## config.mk

```make
export PLATFORM = sky130hd
export DESIGN_NAME = cp0_trap_sequencer
export DESIGN_NICKNAME = d
export VERILOG_FILES = /design/src/rtl/cp0_trap_sequencer.sv
export SDC_FILE = /design/constraint.sdc
export NUM_CORES = 1
export LEC_CHECK = 0
export ABC_AREA = 1
export CELL_PAD_IN_SITES_DETAIL_PLACEMENT = 1
export CELL_PAD_IN_SITES_GLOBAL_PLACEMENT = 2
export CORE_MARGIN = 3
export CORE_UTILIZATION = 25
export CTS_BUF_LIST = sky130_fd_sc_hd__clkbuf_16
export DETAILED_ROUTE_END_ITERATION = 8
export PLACE_DENSITY = 0.8
export SYNTH_ARGS = -nofsm -noshare
export SYNTH_HDL_FRONTEND = slang
export SYNTH_SLANG_ARGS = --single-unit
```

## constraint.sdc

```tcl
create_clock -name clk -period 2.1 [get_ports clk]
set_clock_uncertainty 0.2 [all_clocks]
set_input_delay 0.21 -clock clk [delete_from_list [all_inputs] [get_ports clk]]
set_output_delay 0.21 -clock clk [all_outputs]
set_load 0.05 [all_outputs]
```

## src/rtl/cp0_trap_sequencer.sv

```systemverilog
// cp0_trap_sequencer: sequences exception entry and ERET return around CP0.
module cp0_trap_sequencer #(
  parameter logic [31:0] VECTOR_ADDR = 32'h8000_0180,
  parameter int FLUSH_CYCLES = 2
) (
  input  logic        clk,
  input  logic        reset,
  input  logic        pendingexception,
  input  logic        instr_valid,
  input  logic        is_eret,
  input  logic [31:0] epc,
  input  logic        mem_busy,
  output logic        activeexception,
  output logic        eret,
  output logic        flush,
  output logic        stall,
  output logic        pc_redirect,
  output logic [31:0] redirect_pc,
  output logic [15:0] trap_count
);
  typedef enum logic [2:0] {S_IDLE, S_WAIT_MEM, S_FLUSH, S_COMMIT, S_VECTOR, S_ERET} state_t;
  localparam logic [3:0] FLUSH_LOAD = 4'(FLUSH_CYCLES - 1);
  state_t state, state_n;
  logic [3:0] cnt, cnt_n;
  logic [31:0] epc_q;
  logic [15:0] count_q;
  always_comb begin
    state_n = state;
    cnt_n = cnt;
    case (state)
      S_IDLE:
        if (pendingexception && instr_valid) begin
          state_n = mem_busy ? S_WAIT_MEM : S_FLUSH;
          cnt_n = FLUSH_LOAD;
        end else if (is_eret && instr_valid) state_n = S_ERET;
      S_WAIT_MEM:
        if (!pendingexception) state_n = S_IDLE;
        else if (!mem_busy) begin
          state_n = S_FLUSH;
          cnt_n = FLUSH_LOAD;
        end
      S_FLUSH: begin
        state_n = (cnt == 4'd0) ? S_COMMIT : S_FLUSH;
        cnt_n = (cnt == 4'd0) ? cnt : cnt - 4'd1;
      end
      S_COMMIT: state_n = S_VECTOR;
      default: state_n = S_IDLE;
    endcase
  end
  // epc keeps tracking while idle, so it holds the value from the IDLE->ERET edge
  always_ff @(posedge clk or posedge reset) begin
    if (reset) begin
      state <= S_IDLE;
      cnt <= 4'd0;
      epc_q <= 32'h0;
      count_q <= 16'h0;
    end else begin
      state <= state_n;
      cnt <= cnt_n;
      if (state == S_IDLE) epc_q <= epc;
      if (state == S_COMMIT) count_q <= count_q + 16'd1;
    end
  end
  assign activeexception = state == S_COMMIT;
  assign eret = state == S_ERET;
  assign flush = state == S_FLUSH || state == S_ERET;
  assign stall = state != S_IDLE;
  assign pc_redirect = state == S_VECTOR || state == S_ERET;
  assign redirect_pc = state == S_VECTOR ? VECTOR_ADDR : state == S_ERET ? epc_q : 32'h0;
  assign trap_count = count_q;
endmodule

```

==> results of run 1 <==
## registers in the layout, summed over array words and instances, names as in the netlist
signal      cells
trap_count     16
cnt             4
epc_q          32
state           3
## stage by stage
stage	instance area (um^2)	worst slack, ns	setup TNS, ns	util
after floorplan	2918	-0.09458	-2.345	-
after global placement	4268	0.09410	0	0.4116
after detailed placement	4268	0.06346	0	0.4116
after CTS	4418	0.02026	0	0.4260
after global routing	4493	-0.02616	-0.2934	0.4333
final	4493	0.04042	0	0.4333
## cell usage after synthesis (all sizes together)
| library cell | count | share of area |
|---|---|---|
| nand2 | 84 | 0.12 |
| nor2 | 60 | 0.096 |
| dfrtp | 55 | 0.52 |
| inv | 55 | 0.077 |
| o21ai | 31 | 0.058 |
| nand3 | 16 | 0.030 |
| buf | 7 | 0.020 |
| xor2 | 7 | 0.023 |
| nand4 | 6 | 0.014 |
| xnor2 | 5 | 0.016 |
| a21oi | 3 | 0.0056 |
| clkbuf | 2 | 0.0028 |
| ha | 2 | 0.0094 |
| nor3 | 2 | 0.0038 |
| o21bai | 1 | 0.0028 |
| or2 | 1 | 0.0023 |
## tightest hold or removal path: stages
cell and delay (ns):
sky130_fd_sc_hd__clkdlybuf4s50_1 0.41, sky130_fd_sc_hd__inv_2 0.08, sky130_fd_sc_hd__buf_12 0.26
## power breakdown
part | leakage (nW) | internal, W | total, W | switching (W)
Sequential | 0.701 | 0.00146 | 0.00163 | 0.000167
Clock | 0.0674 | 0.000441 | 0.000824 | 0.000383
Combinational | 1.20 | 0.00109 | 0.00313 | 0.00204
## per-layer routing
metal / routed length (um) / vias up / part of all wire / track usage
met5: 0 / - / 0 / 0
met4: 44 / 0 / 0.0055 / 0.02671
met3: 229 / 2 / 0.029 / 0.01539
met2: 4197 / 37 / 0.53 / 0.2390
met1: 3474 / 1214 / 0.44 / 0.1665
li1: - / 1212 / - / -
## cell type report
class,instances,area (um^2),area share
multi-input cells,218,1252,0.2788
well taps,136,170.2,0.03787
flip-flops and latches,55,1378,0.3066
clock inverters,3,20.02,0.004456
inverters,55,219.0,0.04873
clock buffers,5,125.1,0.02785
repair buffers,97,1309,0.2913
repair inverters,2,20.02,0.004456
## repair_timing
| item | 4_1_cts | 5_1_grt |
|---|---|---|
| setup buffers | 0 | 2 |
| pin swaps | 0 | 2 |
| gates resized for setup | 3 | 8 |
| endpoints found under the setup margin | 30 | 3 |
| gates cloned | 0 | 2 |
## layout by cell type (no fill, tap or decap)
master,synthesis,routed
sky130_fd_sc_hd__nor2_4,3,34
sky130_fd_sc_hd__clkinv_1,0,1
sky130_fd_sc_hd__nor3_1,2,2
sky130_fd_sc_hd__dfrtp_1,55,54
sky130_fd_sc_hd__buf_6,3,2
sky130_fd_sc_hd__buf_12,0,34
sky130_fd_sc_hd__clkbuf_16,0,5
sky130_fd_sc_hd__dfrtp_2,0,1
sky130_fd_sc_hd__ha_1,2,2
sky130_fd_sc_hd__buf_8,0,2
sky130_fd_sc_hd__nand2_4,1,1
sky130_fd_sc_hd__o21ai_0,31,31
sky130_fd_sc_hd__or2_2,1,1
sky130_fd_sc_hd__clkinv_4,0,1
sky130_fd_sc_hd__nand2_2,1,2
sky130_fd_sc_hd__nand4_1,6,6
sky130_fd_sc_hd__xnor2_1,5,5
sky130_fd_sc_hd__nor2_2,3,1
sky130_fd_sc_hd__nor2_1,54,25
sky130_fd_sc_hd__a21oi_1,3,3
sky130_fd_sc_hd__inv_8,0,1
sky130_fd_sc_hd__nand3_1,16,16
sky130_fd_sc_hd__o21bai_1,1,1
sky130_fd_sc_hd__clkinv_8,0,1
sky130_fd_sc_hd__inv_2,4,4
sky130_fd_sc_hd__inv_1,51,50
sky130_fd_sc_hd__clkinvlp_4,0,1
sky130_fd_sc_hd__clkdlybuf4s50_1,0,53
sky130_fd_sc_hd__xor2_1,7,7
sky130_fd_sc_hd__buf_4,0,6
sky130_fd_sc_hd__nand2_1,82,81
sky130_fd_sc_hd__inv_6,0,1
## kinds of logic after synthesis
group | synth area share
AO/OA/AOI/OAI | 0.06664
XOR/XNOR | 0.03942
adder cells (fa/ha/maj) | 0.009384
buffers and inverters | 0.1004
AND/OR/NAND/NOR | 0.2680
flip-flops | 0.5162
## how the worst max path moves through the flow
stage	startpoint	end	slack, ns
final	state[2]$_DFFE_PP0P_	redirect_pc[24]	0.04
after global placement	state[2]$_DFFE_PP0P_	flush	0.09
after detailed placement	state[2]$_DFFE_PP0P_	flush	0.06
after global routing	state[2]$_DFFE_PP0P_	redirect_pc[27]	-0.03
after CTS	state[2]$_DFFE_PP0P_	flush	0.02
after floorplan	state[2]$_DFFE_PP0P_	redirect_pc[0]	-0.09
==> results.env, run 1 <==
POWER.DENSITY_CELL_AREA_nW_PER_UM2=1243
FLOORPLAN.DIE_AREA_UM2=11940
NETLIST-CELL-TYPE-COUNT=22
WIRELENGTH_UM=7946
PLACEMENTROWS=37
POWER.LEAKAGE_nW=1.969
WHS_NS=0.08585
FF2FF_PATH_DEPTH=8
GROUTE.USAGE.OVERALL=0.1311
CRITICAL_PATH.MAX_FANOUT=15
CTSHTREEMAXLEVEL=2
FP.DIEW_UM=109.3
SYNTH_SEQ_AREA_SHARE=0.5162
PATH_BUF_INV=5
CORE_UM2=10370
NUMBER_OF_DETAILED_ROUTE_ITERATIONS_IN_THE_FIRST_PASS=4
DRC_ERRORS=0
MIN_CLOCK_PERIOD_POST_ROUTE_NS=2.060
SETUP_REPAIR_AFTER_GLOBAL_ROUTING_MISSED_ITS_MARGIN='true'
WORST_PATH_MOST_REPEATED_CELL='sky130_fd_sc_hd__nor2_4'
REGTOREGSETUPSLACK_NS=0.28
NUM_ANTENNA_CELLS=0
HPWL_UM=5899
WORSTSETUPSTARTPOINTTYPE='flip-flop'
DRT_ITER0_DRC=80
NETLIST_AREA_UM2=2666
LAYOUT.FILLER_CELLS=1219
ENDPOINT_KIND='output port'
WORSTSETUPPATHDEPTH=8
EFFECTIVE_UTILIZATION_AT_FLOORPLAN=0.2571
TIMING.RR.START='state[1]$_DFFE_PP0P_'
NETS=474
CLOCK_TREE.BUFFER_DEPTH=2
ANTENNA_LEFT=0
TOTALPOWERFINAL_W=0.005583
CLOCK-ROOT-BUFFER='sky130_fd_sc_hd__clkbuf_16'
SYNTH_WARNINGS=0
AREA_GROWTH_SYN_TO_LAYOUT_PCT=68.51
DIE_OUTLINE_HEIGHT_UM=109.3
CP_SLOWEST_STAGE_DELAY_NS=0.37
WORST-ENDPOINT-ARRIVAL_NS=1.65
CP_CELL_SEQUENCE='inv_2, nor2_4, inv_2, nor2_4, buf_12, inv_8, nor2_4, buf_12'
SYN_INST=337
CLOCK_LATENCY_REPORTED_FOR_THE_LATE_SIDE_OF_THE_WORST_SKEW_PAIR_NS=0.29
HP-CLASS='primary input to asynchronous set/reset pin'
GLOBALROUTE.TOTALOVERFLOW=0
DRV_CAP=0
DRIVE_ABOVE_1_SHARE=0.2253
GRT_START_MAX_NET_PINS=61
CLOCK-SINKS=55
MAX-VDD-IR-DROP_mV=0.9598
VIAS_PER_CELL=4.317
SYN-NUM-NETS=377
TOTAL_CLOCK_BUFFERS_CREATED_BY_CTS=5
GRT_PASS1_WL_UM=12520
GP_CONGESTION=0.7486
SYNTHESIS.AREA_PER_INSTANCE_UM2=7.912
TIGHTEST_PIN_TRANSITION_NS=0.5289
WORSTSETUPPATHTYPE='flip-flop to output port'
ANTENNA_VIOLATIONS_BEFORE_REPAIR=0
MAX_SLEW_MARGIN=0.6463
NUMBER_OF_GLOBAL_ROUTE_VIAS_BEFORE_REPAIR=2562
WORST_PATH_MAX_DELAY_CELL='sky130_fd_sc_hd__dfrtp_2'
HOLD_VIOL_FINAL=0
CLK_PIN_SLEW_WORST_PATHS_NS=0.07
NUMPORTBUFFERS=90
MAX_CLOCK_FREQ_MHz=485.5
CPLARGESTDELAYFAMILY='buffers and inverters'
R2R_END='trap_count[9]$_DFFE_PP0P_'
CTSHOLDBUFFERS=0
MIN_PERIOD_OVER_PERIOD=0.9808
TOP_LEVEL_PORTS=91
WORSTPATHREQUIRED_NS=1.69
VIAS_AFTER_DETAILED_ROUTING=2465
REPORT.FINAL.SETUP_VIOL=0
FINAL-INSTANCE-COUNT-EXCL-FILL=571
AVGROUTEDWIREPERCELL_UM=13.92
CTS_TREE='done'
SYNTH_SEQ_CELLS=55
DRV_SLEW=0
STATUS='completed'
PLACEDCELLCOUNT=559
Power figures use the tool's default switching activity.
==> run 2, diff against run 1 <==
--- a/config.mk
+++ b/config.mk
@@ -8,10 +8,11 @@
 export ABC_AREA = 1
 export CELL_PAD_IN_SITES_DETAIL_PLACEMENT = 1
 export CELL_PAD_IN_SITES_GLOBAL_PLACEMENT = 2
-export CORE_MARGIN = 3
+export CORE_MARGIN = 1
 export CORE_UTILIZATION = 25
 export CTS_BUF_LIST = sky130_fd_sc_hd__clkbuf_16
 export DETAILED_ROUTE_END_ITERATION = 8
+export GPL_TIMING_DRIVEN = 0
 export PLACE_DENSITY = 0.8
 export SYNTH_ARGS = -nofsm -noshare
 export SYNTH_HDL_FRONTEND = slang
==> run 2 against run 1 <==
Against the previous run:
- combinational power decreased by 12%
- largest power group unchanged
- flip-flop and latch count unchanged
- sequential power about the same
- fmax increased by 2.6%
- critical endpoint is now redirect_pc[0]
- clock power decreased by 3.0%
- final area decreased by 8.7%
- critical path depth unchanged
==> results.env, run 2 (synthesis results as in run 1) <==
CORE_UM2=10320  # was 10,370 um^2
WORSTPATHREQUIRED_NS=1.69  # about the same
NUMBER_OF_GLOBAL_ROUTE_VIAS_BEFORE_REPAIR=2588  # was 2,562
MOST-COMMON-LAYOUT-CELLS='sky130_fd_sc_hd__nand2_1 (81), sky130_fd_sc_hd__dfrtp_1 (53), sky130_fd_sc_hd__clkdlybuf4s50_1 (53), sky130_fd_sc_hd__inv_1 (52), sky130_fd_sc_hd__nor2_4 (34)'  # was sky130_fd_sc_hd__nand2_1 (81), sky130_fd_sc_hd__dfrtp_1 (54), sky130_fd_sc_hd__clkdlybuf4s50_1 (53), sky130_fd_sc_hd__inv_1 (50)
WORST-ENDPOINT-ARRIVAL_NS=1.60  # was 1.65 ns
DIE_OUTLINE_HEIGHT_UM=105.3  # was 109.3 um
FINAL-INSTANCE-COUNT-EXCL-FILL=573  # was 571
MOSTFREQUENTLAYOUTCELL='sky130_fd_sc_hd__nand2_1'  # unchanged
MAX_CLOCK_FREQ_MHz=498.1  # was 485.5 MHz
DRIVE_ABOVE_1_SHARE=0.2174  # was 0.2253
MIN_PERIOD_OVER_PERIOD=0.9561  # was 0.9808
CLOCK-ROOT-BUFFER='sky130_fd_sc_hd__clkbuf_16'  # unchanged
NETS=476  # was 474
HPWL_UM=5715  # was 5899 um
FLOORPLAN.DIE_AREA_UM2=11080  # was 11,940 um^2
WORST_PATH_MAX_DELAY_CELL='sky130_fd_sc_hd__dfrtp_2'  # unchanged
TOP_LEVEL_PORTS=91  # unchanged
PLACEMENTROWS=37  # unchanged
SETUP_REPAIR_AFTER_GLOBAL_ROUTING_MISSED_ITS_MARGIN='false'  # was true
DRV_SLEW=0  # unchanged
GP_CONGESTION=0.7865  # was 0.7486
ENDPOINT_KIND='output port'  # unchanged
CLOCK-SINKS=55  # unchanged
AREA_GROWTH_SYN_TO_LAYOUT_PCT=53.87  # was 68.51%
GRT_PASS1_WL_UM=12500  # was 12,520 um
MIN_CLOCK_PERIOD_POST_ROUTE_NS=2.008  # was 2.060 ns
DRC_ERRORS=0  # unchanged
CPLARGESTDELAYFAMILY='buffers and inverters'  # unchanged
LARGEST_REGISTER_FF_COUNT=32  # unchanged
HOLD_VIOL_FINAL=0  # unchanged
AVGROUTEDWIREPERCELL_UM=13.08  # was 13.92 um
GROUTE.USAGE.OVERALL=0.1411  # was 0.1311
NUMBER_OF_DETAILED_ROUTE_ITERATIONS_IN_THE_FIRST_PASS=4  # unchanged
TIGHTEST_PIN_TRANSITION_NS=0.5700  # was 0.5289 ns
WIRELENGTH_UM=7495  # was 7946 um
FINAL_UTIL=0.3974  # was 0.4333
CTSHTREEMAXLEVEL=2  # unchanged
POWER.DENSITY_CELL_AREA_nW_PER_UM2=1272  # was 1243 nW/um^2
WORSTSETUPSTARTPOINTTYPE='flip-flop'  # unchanged
CTSHOLDBUFFERS=0  # unchanged
POWER.LEAKAGE_nW=1.894  # was 1.969 nW
PATH_BUF_INV=5  # unchanged
GLOBALROUTE.TOTALOVERFLOW=0  # unchanged
CLK_PIN_SLEW_WORST_PATHS_NS=0.07  # about the same
FP.DIEW_UM=105.3  # was 109.3 um
DRT_ITER0_DRC=82  # was 80
REGMOSTFLOPS='epc_q'  # unchanged
NUM_ANTENNA_CELLS=0  # unchanged
ANTENNA_LEFT=0  # unchanged
EFFECTIVE_UTILIZATION_AT_FLOORPLAN=0.2583  # was 0.2571
HP-CLASS='primary input to asynchronous set/reset pin'  # unchanged
TOTALPOWERFINAL_W=0.005218  # was 0.005583 W
WORST_PATH_MOST_REPEATED_CELL='sky130_fd_sc_hd__nor2_4'  # unchanged
WORSTSETUPPATHTYPE='flip-flop to output port'  # unchanged
NUMPORTBUFFERS=90  # unchanged
PLACEDCELLCOUNT=564  # was 559
CLOCK_LATENCY_REPORTED_FOR_THE_LATE_SIDE_OF_THE_WORST_SKEW_PAIR_NS=0.29  # about the same
MAX-VDD-IR-DROP_mV=0.5051  # was 0.9598 mV
ANTENNA_VIOLATIONS_BEFORE_REPAIR=0  # unchanged
CLOCK_TREE.BUFFER_DEPTH=2  # unchanged
TOTAL_CLOCK_BUFFERS_CREATED_BY_CTS=5  # unchanged
VIAS_PER_CELL=4.288  # was 4.317
GRT_START_MAX_NET_PINS=32  # was 61
CP_SLOWEST_STAGE_DELAY_NS=0.40  # was 0.37 ns
CP_CELL_SEQUENCE='inv_2, nor2_4, inv_2, nor2_4, inv_4, buf_12, nor2_4, buf_4'  # was inv_2, nor2_4, inv_2, nor2_4, buf_12, inv_8, nor2_4, buf_12
CRITICAL_PATH.MAX_FANOUT=10  # was 15
STATUS='completed'  # unchanged
MAX_SLEW_MARGIN=0.6194  # was 0.6463
VIAS_AFTER_DETAILED_ROUTING=2457  # was 2,465
REPORT.FINAL.SETUP_VIOL=0  # unchanged
DRV_CAP=0  # unchanged
CTS_TREE='done'  # unchanged
[run 2: cell count changes in the layout (fill, tap and decap cells not counted), moves of 2 or more]
cell	change
sky130_fd_sc_hd__buf_12	-31
sky130_fd_sc_hd__buf_2	+4
sky130_fd_sc_hd__buf_4	+17
sky130_fd_sc_hd__buf_6	+6
sky130_fd_sc_hd__clkbuf_1	+2
sky130_fd_sc_hd__clkbuf_2	+2
sky130_fd_sc_hd__clkdlybuf4s15_2	+2
sky130_fd_sc_hd__dlygate4sd2_1	+3
sky130_fd_sc_hd__inv_1	+2
[run 2: where the power goes]
group | switching [W] | leakage, nW | internal (W) | total (W)
sequential | 0.000187 | 0.699 | 0.00146 | 0.00165
combinational | 0.00196 | 1.12 | 0.000810 | 0.00277
clock | 0.000367 | 0.0762 | 0.000433 | 0.000799
[run 2: worst paths after layout]
path | startpoint | end | slack (ns) | cells after the start
hold reg to reg | cnt[1]$_DFFE_PP0P_ | cnt[1]$_DFFE_PP0P_ | 0.28 | 2
min in group clk | epc[8] | epc_q[8]$_DFFE_PP0P_ | 0.25 | 3
max in group asynchronous | reset | epc_q[25]$_DFFE_PP0P_ | 1.01 | 3
hold / removal | reset | trap_count[7]$_DFFE_PP0P_ | 0.12 | 2
setup / recovery | state[2]$_DFFE_PP0P_ | redirect_pc[0] | 0.09 | 8
setup reg to reg | state[2]$_DFFE_PP0P_ | epc_q[27]$_DFFE_PP0P_ | 0.30 | 6
[run 2: metal layers]
layer  routed length, um  vias up  GRT usage
li1                    -     1221          -
met1                3476     1190     0.1838
met2                3713       40     0.2439
met3                 218        6    0.01917
met4                  87        0    0.03924
met5                   0        -          0
[run 2: per-stage QoR]
| stage | cell area [um^2] | TNS [ns] | setup WS (ns) | hold slack [ns] |
|---|---|---|---|---|
| 6_report | 4103 | 0 | 0.09222 | 0.1165 |
| 3_3_place_gp | 3989 | -57.26 | -1.082 | 0.2579 |
| 4_1_cts | 4091 | -0.009136 | -0.009136 | 0.1340 |
| 3_5_place_dp | 4009 | -8.245 | -0.3270 | 0.2643 |
| 2_1_floorplan | 2918 | -2.345 | -0.09458 | 0.1196 |
| 5_1_grt | 4103 | 0 | 0.001019 | 0.1700 |
[run 2: worst reg2reg max path, stage by stage (launching register included)]
cell and delay (ns):
sky130_fd_sc_hd__dfrtp_2 0.44, sky130_fd_sc_hd__buf_4 0.15, sky130_fd_sc_hd__nor2_4 0.14, sky130_fd_sc_hd__nand2_4 0.11
sky130_fd_sc_hd__inv_2 0.12, sky130_fd_sc_hd__clkbuf_1 0.34, sky130_fd_sc_hd__o21ai_0 0.16
[run 2: final cells by class]
type / count / area (um^2)
Clock inverter: 3 / 12.51
Inverter: 55 / 209.0
Buffer: 9 / 82.58
Clock buffer: 5 / 125.1
Tap cell: 136 / 170.2
Multi-Input combinational cell: 218 / 1252
Sequential cell: 55 / 1379
Fill cell: 1249 / 6221
Timing Repair Buffer: 92 / 872.1
[run 2: what timing repair did]
item | CTS | global route
endpoints found under the setup margin | 37 | 33
gates resized for setup | 198 | 7
buffers inserted | 0 | 1
==> edit: new RTL, config.mk and constraints of run 2 <==
Reset style: synchronous (`reset`), changed in one clocked block.
--- a/src/rtl/cp0_trap_sequencer.sv
+++ b/src/rtl/cp0_trap_sequencer.sv
@@ -48,7 +48,7 @@
     endcase
   end
   // epc keeps tracking while idle, so it holds the value from the IDLE->ERET edge
-  always_ff @(posedge clk or posedge reset) begin
+  always_ff @(posedge clk) begin
     if (reset) begin
       state <= S_IDLE;
       cnt <= 4'd0;
Check against the original RTL: differs if reset is asserted again (counterexample within 4 cycles, from zero or initial values and one cycle with reset high); with reset held inactive, the same outputs for 10 cycles.
==> edit against run 2 <==
Routed wire length up 8.6%; non-clock buffer count increased by 4; sequential cell count is the same; global-route usage increased by 0.89 points; via count grew 12%; synthesized area is essentially flat; critical endpoint is now trap_count[2]; cell area down 8.7%; worst setup slack better by 13 ps; critical path depth shrank 7; sequential share of layout area is 4.1 points lower.
Power is not compared: it rests on default switching activity, and its combinational part moved more than twofold at a synthesized area within 25%.
==> edit: results (changes against run 2) <==
first-pass GRT wire length 13600 um (+8.7%); top cells by area, synth dfxtp_1 41%, nor2_1 11%, inv_1 9.3%; Post-Syn Area 0.00267 mm2 (about the same); r2r endpoint trap_count[14]$_SDFFE_PP0P_; via count 2740 (+12%); pre-CTS setup slack -212 ps (+115 ps); Synth Instances 393 (+17%); layout cells sized above 1 16.1% (-5.6 points); GRT Total Usage 15.0% (+0.89 points); flop2flop setup slack 420 ps (+120 ps); CP peak stage delay 850 ps (+450 ps); M1 wire length 4030 um (+16%); Crit-path slowest cell clkdlybuf4s50_1; ys async rst share 0% (-100 points); Layout Cells excl Fill 627 (+9.4%); dpl cells 619 (+9.8%); Worst Path Arrival 1580 ps (-20 ps); Met3 Wirelength 303 um (+39%); drt first-iter violations 75 (-8.5%); Compound-Gate Fraction of Synth Area 16.6% (+10 points); Placed Area 0.00375 mm2 (-6.5%); post-synthesis xor/xnor area fraction 0.328% (-3.6 points); Cell variety after synth 26 (+18%); Post-synth top cells 76 x nor2_1, 66 x inv_1, 57 x nand2_1; syn nets 434 (+15%); adder-cell share of the synthesized area 1.41% (+0.47 points); vias in the first global route 2762 (+6.7%); metal2 WL 3780 um (+1.7%); top_reg_cell synth dfxtp_1; status finished clean; most common cell in the netlist nor2_1; WHS 258 ps (+141 ps); pin count of the biggest net entering global routing 17 (-47%); final WL 8140 um (+8.6%); fillers 1333 (+6.7%)
## edit: worst max-delay path by stage
stage                                     from              end  slack (ps)  cells past startpoint
floorplan                state[2]$_SDFFE_PP0P_  redirect_pc[22]        -230                      5
global placement         state[1]$_SDFFE_PP0P_            stall        -210                      5
detailed placement       state[1]$_SDFFE_PP0P_            stall        -210                      5
CTS                      state[2]$_SDFFE_PP0P_            flush           9                      6
global route             state[1]$_SDFFE_PP0P_  redirect_pc[22]           1                      7
finish              trap_count[2]$_SDFFE_PP0P_    trap_count[2]         110                      1
## edit: repair_timing
action	4_1_cts	5_1_grt
gates resized for setup	167	6
pin swaps	0	0
endpoints found under the setup margin	37	26
## edit: final cells by class
cell class,count,area (um2),area share [%]
buffer,15,80.1,2.14
clock buffer,5,125,3.34
clock inverter,3,16.3,0.434
inverter,68,255,6.81
multi-input combinational,255,1240,33.2
sequential,55,1100,29.5
tap,136,170,4.54
timing repair buffer,90,753,20.1
## edit: cell families (layout without fill, tap and decap cells)
family / count (synthesis) / after routing
flip-flops: 55 / 55
adder cells (fa/ha/maj): 3 / 3
buffers and inverters: 83 / 181
XOR/XNOR: 1 / 1
AO/OA/AOI/OAI: 85 / 85
AND/OR/NAND/NOR: 166 / 166
## edit: power by group through the flow
stage | Combinational, mW | Clock [mW] | Sequential (mW)
final | 1.31 | 0.827 | 1.37
after global routing | 1.48 | 0.894 | 1.40
after CTS | 1.34 | 0.855 | 1.37
after detailed placement | 1.36 | 0 | 1.39
after global placement | 1.34 | 0 | 1.38
after floorplan | 0.957 | 0 | 1.37
## edit: metal layers
| layer | track usage (%) | vias to the layer above |
|---|---|---|
| li1 | - | 1408 |
| met1 | 19.7 | 1269 |
| met2 | 25.7 | 61 |
| met3 | 2.66 | 2 |
| met4 | 3.02 | 0 |
| met5 | 0 | - |
